===== src/rtl/cache_replacement_unit.sv =====
// cache_replacement_unit: per-set round-robin or tree pseudo-LRU victim selection with a sweeping flush
module cache_replacement_unit #(
    parameter int NUM_SETS = 16,
    parameter int NUM_WAYS = 4,
    parameter int POLICY = 0,
    localparam int SET_W = $clog2(NUM_SETS),
    localparam int WAY_W = $clog2(NUM_WAYS)
) (
    input  logic             clk,
    input  logic             rst,
    input  logic [SET_W-1:0] lookup_set,
    input  logic [NUM_WAYS-1:0] valid_mask,
    output logic [WAY_W-1:0] preferred,
    input  logic             access_en,
    input  logic [SET_W-1:0] access_set,
    input  logic [WAY_W-1:0] access_way,
    input  logic             replace_en,
    input  logic [SET_W-1:0] replace_set,
    input  logic [WAY_W-1:0] replace_way,
    input  logic             flush,
    output logic             busy
);
    if (POLICY != 0 && POLICY != 1) begin : g_bad_policy
        $error("POLICY must be 0 or 1");
    end

    typedef enum logic {IDLE, FLUSH} state_t;

    state_t state, state_nxt;
    logic [SET_W-1:0] idx;
    logic [WAY_W-1:0] rr_ptr [NUM_SETS];
    logic [WAY_W-1:0] rr_nxt [NUM_SETS];
    logic [NUM_WAYS-2:0] plru [NUM_SETS];
    logic [NUM_WAYS-2:0] plru_nxt [NUM_SETS];
    logic [WAY_W-1:0] inv;
    logic upd;

    // Tree nodes are heap-ordered: node n has children 2n+1 (lower half) and 2n+2 (upper half).
    function automatic logic [NUM_WAYS-2:0] plru_touch(input logic [NUM_WAYS-2:0] t, input logic [WAY_W-1:0] w);
        int n;
        n = 0;
        for (int l = 0; l < WAY_W; l++) begin
            t[n] = ~w[WAY_W-1-l];
            n = 2 * n + 1 + int'(w[WAY_W-1-l]);
        end
        return t;
    endfunction

    function automatic logic [WAY_W-1:0] plru_victim(input logic [NUM_WAYS-2:0] t);
        logic [WAY_W-1:0] v;
        int n;
        n = 0;
        v = '0;
        for (int l = 0; l < WAY_W; l++) begin
            v[WAY_W-1-l] = t[n];
            n = 2 * n + 1 + int'(t[n]);
        end
        return v;
    endfunction

    always_comb begin
        busy = state == FLUSH;
        state_nxt = state == IDLE ? (flush ? FLUSH : IDLE) : (idx == SET_W'(NUM_SETS - 1) ? IDLE : FLUSH);
        upd = state == IDLE && !flush;
    end

    // Access is folded in before replace so a same-set replace acts on the accessed tree.
    always_comb begin
        for (int s = 0; s < NUM_SETS; s++) begin
            rr_nxt[s] = rr_ptr[s];
            plru_nxt[s] = plru[s];
            if (upd && access_en && access_set == SET_W'(s))
                plru_nxt[s] = plru_touch(plru_nxt[s], access_way);
            if (upd && replace_en && replace_set == SET_W'(s)) begin
                rr_nxt[s] = replace_way + WAY_W'(1);
                plru_nxt[s] = plru_touch(plru_nxt[s], replace_way);
            end
        end
    end

    always_comb begin
        inv = '0;
        for (int i = NUM_WAYS - 1; i >= 0; i--)
            if (!valid_mask[i]) inv = WAY_W'(i);
        preferred = busy ? '0 : !(&valid_mask) ? inv : POLICY == 1 ? plru_victim(plru[lookup_set]) : rr_ptr[lookup_set];
    end

    always_ff @(posedge clk) begin
        if (rst) begin
            state <= IDLE;
            idx <= '0;
            for (int s = 0; s < NUM_SETS; s++) begin
                rr_ptr[s] <= '0;
                plru[s] <= '0;
            end
        end else begin
            state <= state_nxt;
            idx <= busy ? idx + SET_W'(1) : '0;
            for (int s = 0; s < NUM_SETS; s++) begin
                rr_ptr[s] <= busy && idx == SET_W'(s) ? '0 : rr_nxt[s];
                plru[s] <= busy && idx == SET_W'(s) ? '0 : plru_nxt[s];
            end
        end
    end
endmodule


===== config.mk =====
export PLATFORM = sky130hd
export DESIGN_NAME = cache_replacement_unit
export DESIGN_NICKNAME = d
export VERILOG_FILES = /design/src/rtl/cache_replacement_unit.sv
export SDC_FILE = /design/constraint.sdc
export NUM_CORES = 1
export LEC_CHECK = 0
export BUFFER_PORTS_ARGS = -buffer_cell sky130_fd_sc_hd__buf_2
export CORE_ASPECT_RATIO = 1.2
export CORE_MARGIN = 5
export CORE_UTILIZATION = 45
export DETAILED_ROUTE_END_ITERATION = 7
export HOLD_SLACK_MARGIN = 0.15
export PLACE_DENSITY = 0.68
export SLEW_MARGIN = 20
export SYNTH_ARGS = -nofsm -noshare
export SYNTH_HDL_FRONTEND = slang
export SYNTH_SLANG_ARGS = --single-unit

===== constraint.sdc =====
create_clock -name clk -period 1.4 [get_ports clk]
set_input_delay 0.14 -clock clk [delete_from_list [all_inputs] [get_ports clk]]
set_output_delay 0.14 -clock clk [all_outputs]
set_load 0.01 [all_outputs]

Yosys cells after proc, flatten, opt, wreduce, memory -nomap -nowiden
Memory sizes are Yosys's and may differ from the RTL's.
Cells that the tools add are included.
- register bits after elaboration: 5
- RAM bits: 32
- input bits: 25
- memories kept: 1
- memory list (memory ; depth ; bits a word ; read ports ; clocked after Yosys merged registers in ; write ports ; line ; text):
    rr_ptr ; 16 ; 2 ; 1 ; 0 ; 16 ; 31 ; logic [WAY_W-1:0] rr_ptr [NUM_SETS];
- $add $sub $neg: 2
- equality and inequality tests: 46
- mux-type cells: 60
- bitwise logic cells: 17
- reductions and logical operators: 55
- operator list (operator ; number):
    $mux 2 ; 54
    $eq 4x4->1 const B ; 16
    $logic_and 1x1->1 ; 34
    $eq 4x3->1 const B ; 8
    $ne 2x2->1 const B ; 16
    $reduce_and 2->1 ; 16
    $eq 4x2->1 const B ; 4
    $or 1x1->1 ; 16
    $eq 4x1->1 const B ; 2
    $logic_not 4->1 ; 2
    $mux 1 ; 6
    $add 4x1->4 const B ; 1
    $reduce_and 4->1 ; 1
    $add 2x1->2 const B ; 1
    $reduce_or 2->1 ; 1
    $logic_not 1->1 ; 1
    $not 1->1 ; 1

Depth between registers and ports, before layout
Gate-level depths: netlist (run 1).
- depth in word-level cells: 7
- mapped depth: 5

Worst setup path before layout (run 1)
Ideal clock, no wire load.
- path type: register to register
- start point: reg state (netlist: busy)
- end point: mem rr_ptr[1][0] (netlist bit), enable pin
- setup time: 0.327 ns
- data arrival time: 1.313 ns
- path slack: -0.240 ns
- cell stages (with the launch flop): 4
- buffers on the path: 0
- cells stage by stage: dfxtp_1 nor4b_1 nand2_1 o21ai_0
- RTL lines (item ; line ; text):
    start, declared ; 29 ; state_t state, state_nxt;
    start signal, assigned ; 97 ; state <= state_nxt;
    end, declared ; 31 ;

Worst setup path in the final report (run 1)
- start point: mem rr_ptr[2][1] (netlist bit)
- end point: out preferred[1]
- cells in the longest elaborated chain, start to end: 3
- ends and longest elaborated chain (item ; line ; text):
    $mem_v2 16x2 ; n/a ;
    $mux 2 (2 in series) ; 85 ; preferred = busy ? '0 : !(&valid_mask) ? inv : POLICY == 1 ? plru_victim(plru[lookup_set]) : rr_ptr[lookup_set ...
    end, declared ; 13 ; output logic [WAY_W-1:0] preferred,
No other way between the ends.

==> metrics.cfg, run 1 <==
[clock_network]
clock_sinks=37
cts_root_buffer=clkbuf_8
htree_levels=2
clkLatencyLatePin_ns=0.28
cts_buffers=5
clkTransAtPathRegs_ns=0.08
clock_path_buffers=2
cts_tree=yes

[finish]
multi_input_area_um2=1190
fill_cells=319
drive_above_1_share_pct=47.6
post-route-util_pct=63.3
seq_area_um2=1070
stdcell_area_um2=2740
nets=253
n_antenna_cell=0
area_growth_syn_to_layout_pct=34.7

[critical_path]
slowest_stage=mux4_2
startpoint_type=flip-flop
path_delay_family=multiplexers
cp.buffers_inverters=1
end_kind=output port
slowest_delay_ns=0.46
arrival_ns=1.78
crit_type=reg -> out
required_ns=1.26
cp_max_fo=1
crit_chain=mux4_2 > nor2b_4 > a2111oi_4 > nor3_1 > buf_2

[floorplanning]
die_area_um2=5960
initial_core_util_pct=47.0
die_h_um=83.6
rows=26
coreArea_um2=4330
die_x_um=71.3
ios=28

[min_path]
hold_path_class=in -> reg

[logic_synthesis]
syn-num-nets=210
synth_edf_count=32
yosysSeqAreaShare_pct=52.2
async_reset_ff_share_pct=0
synth.most_common_cell=nor2_1
syn_area_um2=2030
synthesis.instances=181
yosys_most_used_dff=edfxtp_1
yosys_warnings=0
synth_cell_type_count=34
synthTopCellsByCount=nor2_1, edfxtp_1, a31oi_1
ys_top_cells_by_area=edfxtp_1, nor2_1, dfxtp_1
postSynthAreaPerCell_um2=11.2
ys_seq_elements=37
synth_top_area_share_pct=47.3
synth.largest_area_cell=edfxtp_1

[sta]
period_needed_ns=1.92
post-route-period-util_pct=137
relSlewSlack_pct=71.2
clock-skew-final_ns=0.00808
tns_ns=-1.10
fmax_mhz=522
slew_violations=0
setup_viol=4
hold_violations=0
rsz0062_at_grt=true
postLayoutSetupSlackWorst_ns=-0.515
worstMarginPinSlew_ns=0.429

[pwr]
leakage_nw=0.992
power.density_nw_per_um2=878
ir_drop_mv=0.663
finalPower_w=0.00240

[routing]
viasPerCell=5.69
drt_iter0_markers=102
wl_per_cell_um=17.9
antenna_left=0
wl_mm=5.03
drc_errors=0
vias=1599
drt-pass1-iter-count=4

[placed_design]
portBuffers=20
routabilityCongestion=0.932
place_area_um2=2310
dp.final_hpwl_mm=3.75

[global_route]
grt_max_degree=20
grt_pass1_vias=1663
grt_pass1_wl_mm=7.96
antenna_found_initial=0
grt.overflow.total=0
grt_use_total_pct=16.9

[flow_run]
max_cap_violations=0

[status]
status=finished, violations left
violations=setup timing

per-layer routing:
metal / up-vias / part of all wire [%] / track usage [%]
li1: 761 / - / -
met1: 762 / 35 / 18.6
met2: 60 / 57 / 31.2
met3: 16 / 4.6 / 3.13
met4: 0 / 3.1 / 6.32
met5: - / 0 / 0
logic make-up (layout without fill, tap and decap cells):
group,count (synthesis),count (layout),share of synthesized area [%]
and+or+nand+nor,78,78,19.1
buffers and inverters,14,58,3.39
muxes,10,10,9.85
AOI/OAI and AO/OA,35,35,11.7
adders and majority gates,4,4,2.46
DFF,37,37,52.2
xor gates and xnor gates,3,3,1.29
what timing repair did:
action,4_1_cts,5_1_grt
buffers inserted,4,3
hold buffers,0,0
endpoints found under the setup margin,39,53
resized for setup,32,34
pin swaps,8,5
hold endpoints to repair,0,0
stage by stage:
stage / setup WS, ns / cells / hold slack (ns)
3_3_place_gp: -0.349 / 266 / 0.516
4_1_cts: -0.525 / 278 / 0.235
2_1_floorplan: -0.0945 / 181 / 0.291
5_1_grt: -0.592 / 281 / 0.237
6_report: -0.515 / 281 / 0.242
3_5_place_dp: -0.407 / 266 / 0.525
report_power, final:
part | switching (W) | leakage (nW) | internal, W
sequential | 0.0000230 | 0.373 | 0.00125
clock | 0.000370 | 0.0439 | 0.000343
combinational | 0.000220 | 0.576 | 0.000197
total | 0.000613 | 0.992 | 0.00179
registers in the layout, summed over array words and instances, names as in the netlist:
name / count
busy: 1
idx: 4
rr_ptr: 32
final cells by class:
| class | instances | area share (%) |
|---|---|---|
| clock inverter | 3 | 0.640 |
| sequential | 37 | 39.2 |
| tap | 56 | 2.56 |
| clock buffer | 5 | 2.51 |
| multi-input combinational | 130 | 43.4 |
| timing repair buffer | 47 | 11.3 |
| inverter | 3 | 0.411 |
worst paths after layout:
check / startpoint / endpoint / slack [ns] / cells past startpoint
hold reg to reg: idx[0] / idx[0] / 0.53 / 2
setup reg to reg: busy / rr_ptr[6][0] / -0.06 / 5
hold / removal: replace_way[0] / rr_ptr[9][0] / 0.24 / 2
setup / recovery: rr_ptr[2][1] / preferred[1] / -0.52 / 5
layout by cell type, fill, tap and decap left out, drive strengths merged, types with 2 or more instances in the layout:
| cell | synthesis | routed |
|---|---|---|
| clkbuf | 8 | 5 |
| nor4b | 2 | 2 |
| inv | 3 | 3 |
| mux4 | 7 | 7 |
| or2 | 2 | 2 |
| a31oi | 12 | 12 |
| ha | 4 | 4 |
| nand4 | 2 | 2 |
| o21bai | 6 | 6 |
| a41o | 4 | 4 |
| o21ai | 10 | 10 |
| nand3 | 3 | 3 |
| nand2b | 9 | 9 |
| a31o | 2 | 2 |
| mux2i | 2 | 2 |
| nand2 | 5 | 5 |
| nor2 | 39 | 39 |
| dfxtp | 5 | 5 |
| clkinv | 0 | 2 |
| edfxtp | 32 | 32 |
| xnor2 | 2 | 2 |
| buf | 3 | 47 |
| nor3 | 2 | 2 |
| nor2b | 6 | 6 |
| nand3b | 3 | 3 |
(Power assumes the default switching activity.)
==> inputs of run 2 (changes only) <==
Settings changed: PLACE_DENSITY 0.68 to 0.66.
Clock period 1.4 ns to 2.1 ns, I/O delays scaled along.
==> run 2 against run 1 <==
Effect of this change: the run now ends clean; global-route usage shrank 1.1 points; critical path depth is the same; first-iteration DRC count decreased by 16%; worst hold slack lost 0.057 ns; setup slack better by 0.60 ns; combinational power decreased by 53%; die area stayed put; register-to-register slack improved by 0.41 ns; clock-buffer cell count did not move; clock skew increased by 0.00061 ns; sequential share of layout area grew 7.0 points; largest cell class is now flip-flops and latches.
==> metrics.cfg, run 2 (synthesis results as in run 1) <==
[critical_path]
slowest_stage=mux4_2  ; unchanged
cp-endpoint=preferred[1]  ; unchanged
startpoint_type=flip-flop  ; unchanged
worst-path-stages=5  ; unchanged
slowest_delay_ns=0.47  ; was 0.46 ns
crit_type=reg -> out  ; unchanged
required_ns=1.89  ; was 1.26 ns
reg2reg_to=rr_ptr[0][1]  ; was rr_ptr[6][0]
crit_chain=mux4_2 > mux2_4 > nor3b_2 > nor3_1 > buf_2  ; was mux4_2 > nor2b_4 > a2111oi_4 > nor3_1 > buf_2
r2r_cells=4  ; was 5
cp.buffers_inverters=1  ; unchanged
cp_max_fo=1  ; unchanged
path_delay_family=multiplexers  ; unchanged
worstReg2RegStart=busy  ; unchanged
ff2ff_setup_slack_ns=0.35  ; was -0.06 ns
end_kind=output port  ; unchanged
arrival_ns=1.80  ; was 1.78 ns
critical_path.startpoint=rr_ptr[13][1]  ; was rr_ptr[2][1]

[placed_design]
place_worst_setup_slack_ns=0.198  ; was -0.407 ns
routabilityCongestion=0.912  ; was 0.932
placedCellCount=249  ; was 266
portBuffers=20  ; unchanged
dp.final_hpwl_mm=3.40  ; was 3.75 mm

[finish]
layout_commonest_cell=nor2_1  ; unchanged
regMostFlops=rr_ptr  ; unchanged
fill_cells=370  ; was 319
area_growth_syn_to_layout_pct=13.2  ; was 34.7%
largest_register_ff_count=32  ; unchanged
nets=229  ; was 253
finalNonFillerCells=257  ; was 281
layout_common_cells=nor2_1, edfxtp_1, buf_2  ; was nor2_1, edfxtp_1, buf_4
n_antenna_cell=0  ; unchanged
drive_above_1_share_pct=22.9  ; was 47.6%

[pwr]
leakage_nw=0.821  ; was 0.992 nW
power.density_nw_per_um2=717  ; was 878 nW/um^2
ir_drop_mv=0.326  ; was 0.663 mV
finalPower_w=0.00165  ; was 0.00240 W

[routing]
drc_errors=0  ; unchanged
drt_iter0_markers=86  ; was 102
drt-pass1-iter-count=4  ; unchanged
wl_mm=4.33  ; was 5.03 mm
viasPerCell=5.71  ; was 5.69
vias=1468  ; was 1599
wl_per_cell_um=16.9  ; was 17.9 um
antenna_left=0  ; unchanged

[global_route]
grt_util_met3_pct=3.98  ; was 3.13%
grt_max_degree=21  ; was 20
antenna_found_initial=0  ; unchanged
gr-usage-met1_pct=17.1  ; was 18.6%
grt_pass1_vias=1482  ; was 1663
grt.overflow.total=0  ; unchanged
grt-busiest-layer=met2  ; unchanged
grt_util_met2_pct=28.6  ; was 31.2%
grt_use_total_pct=15.8  ; was 16.9%
grt_pass1_wl_mm=7.23  ; was 7.96 mm

[floorplanning]
ios=28  ; unchanged
rows=26  ; unchanged
die_h_um=83.6  ; unchanged
initial_core_util_pct=47.0  ; unchanged
coreArea_um2=4330  ; unchanged
die_x_um=71.3  ; unchanged
die_area_um2=5960  ; unchanged

[clock_network]
clock_path_buffers=2  ; unchanged
cts_root_buffer=clkbuf_8  ; unchanged
clkTransAtPathRegs_ns=0.08  ; about the same
cts_tree=yes  ; unchanged
cts_buffers=5  ; unchanged
clkLatencyLatePin_ns=0.29  ; was 0.28 ns
htree_levels=2  ; unchanged
clock_sinks=37  ; unchanged
cts_hold_buf=0  ; unchanged

[sta]
fmax_mhz=497
hold_violations=0  ; unchanged
post-route-period-util_pct=95.8
relSlewSlack_pct=68.7  ; was 71.2%
postLayoutSetupSlackWorst_ns=0.0885  ; was -0.515 ns
hold_slack_ns=0.185  ; was 0.242 ns
worstMarginPinSlew_ns=0.465  ; was 0.429 ns
setup_viol=0  ; was 4
period_needed_ns=2.01
clock-skew-final_ns=0.00869  ; was 0.00808 ns
slew_violations=0  ; unchanged

[min_path]
hold_path_class=in -> reg  ; unchanged

[status]
status=complete, no violations  ; was finished, violations left

[flow_run]
max_cap_violations=0  ; unchanged

-- run 2: area by class of cell --
cell class | count | area (um^2) | share of cell area, %
flip-flops and latches | 37 | 1060 | 46.1
multi-input cells | 130 | 925 | 40.2
repair buffers | 23 | 123 | 5.33
well taps | 56 | 70.1 | 3.05
clock buffers | 5 | 68.8 | 2.99
clock inverters | 3 | 41.3 | 1.80
inverters | 3 | 11.3 | 0.490
-- run 2: per-layer routing --
| layer | part of all wire [%] | up-vias |
|---|---|---|
| li1 | - | 712 |
| met2 | 54 | 34 |
| met1 | 40 | 716 |
| met4 | 1.8 | 0 |
| met3 | 4.6 | 6 |
| met5 | 0 | - |
-- run 2: timing repair --
action | 4_1_cts | 5_1_grt
setup endpoints to repair | 1 | 1
gates resized for setup | 2 | 7
pin swaps | 0 | 2
setup buffers | 0 | 0
-- run 2: how the worst min path moves through the flow --
stage               startpoint     end  slack, ns  cells past startpoint
detailed placement      idx[0]  idx[0]       0.48                      1
CTS                      flush    busy       0.18                      3
global placement        idx[0]  idx[0]       0.46                      1
finish                   flush    busy       0.18                      3
floorplan                flush    busy       0.36                      2
global route             flush    busy       0.18                      3
-- run 2: worst min-delay path, delay by kind of cell --
| family | cells | cell delay [ns] |
|---|---|---|
| buffers and inverters | 1 | 0.09 |
| and+or+nand+nor | 2 | 0.15 |
-- run 2: report_power, final --
| group | internal [W] | switching, W |
|---|---|---|
| sequential | 0.000835 | 0.0000145 |
| combinational | 0.0000846 | 0.000110 |
| clock | 0.000349 | 0.000256 |
| total | 0.00127 | 0.000380 |
-- run 2: per-stage QoR --
stage	setup TNS (ns)	instance area, um^2	utilization [%]
3_3_place_gp	0	2170	50.1
5_1_grt	-0.00110	2300	53.2
2_1_floorplan	0	2030	-
4_1_cts	0	2280	52.7
6_report	0	2300	53.2
3_5_place_dp	0	2170	50.1
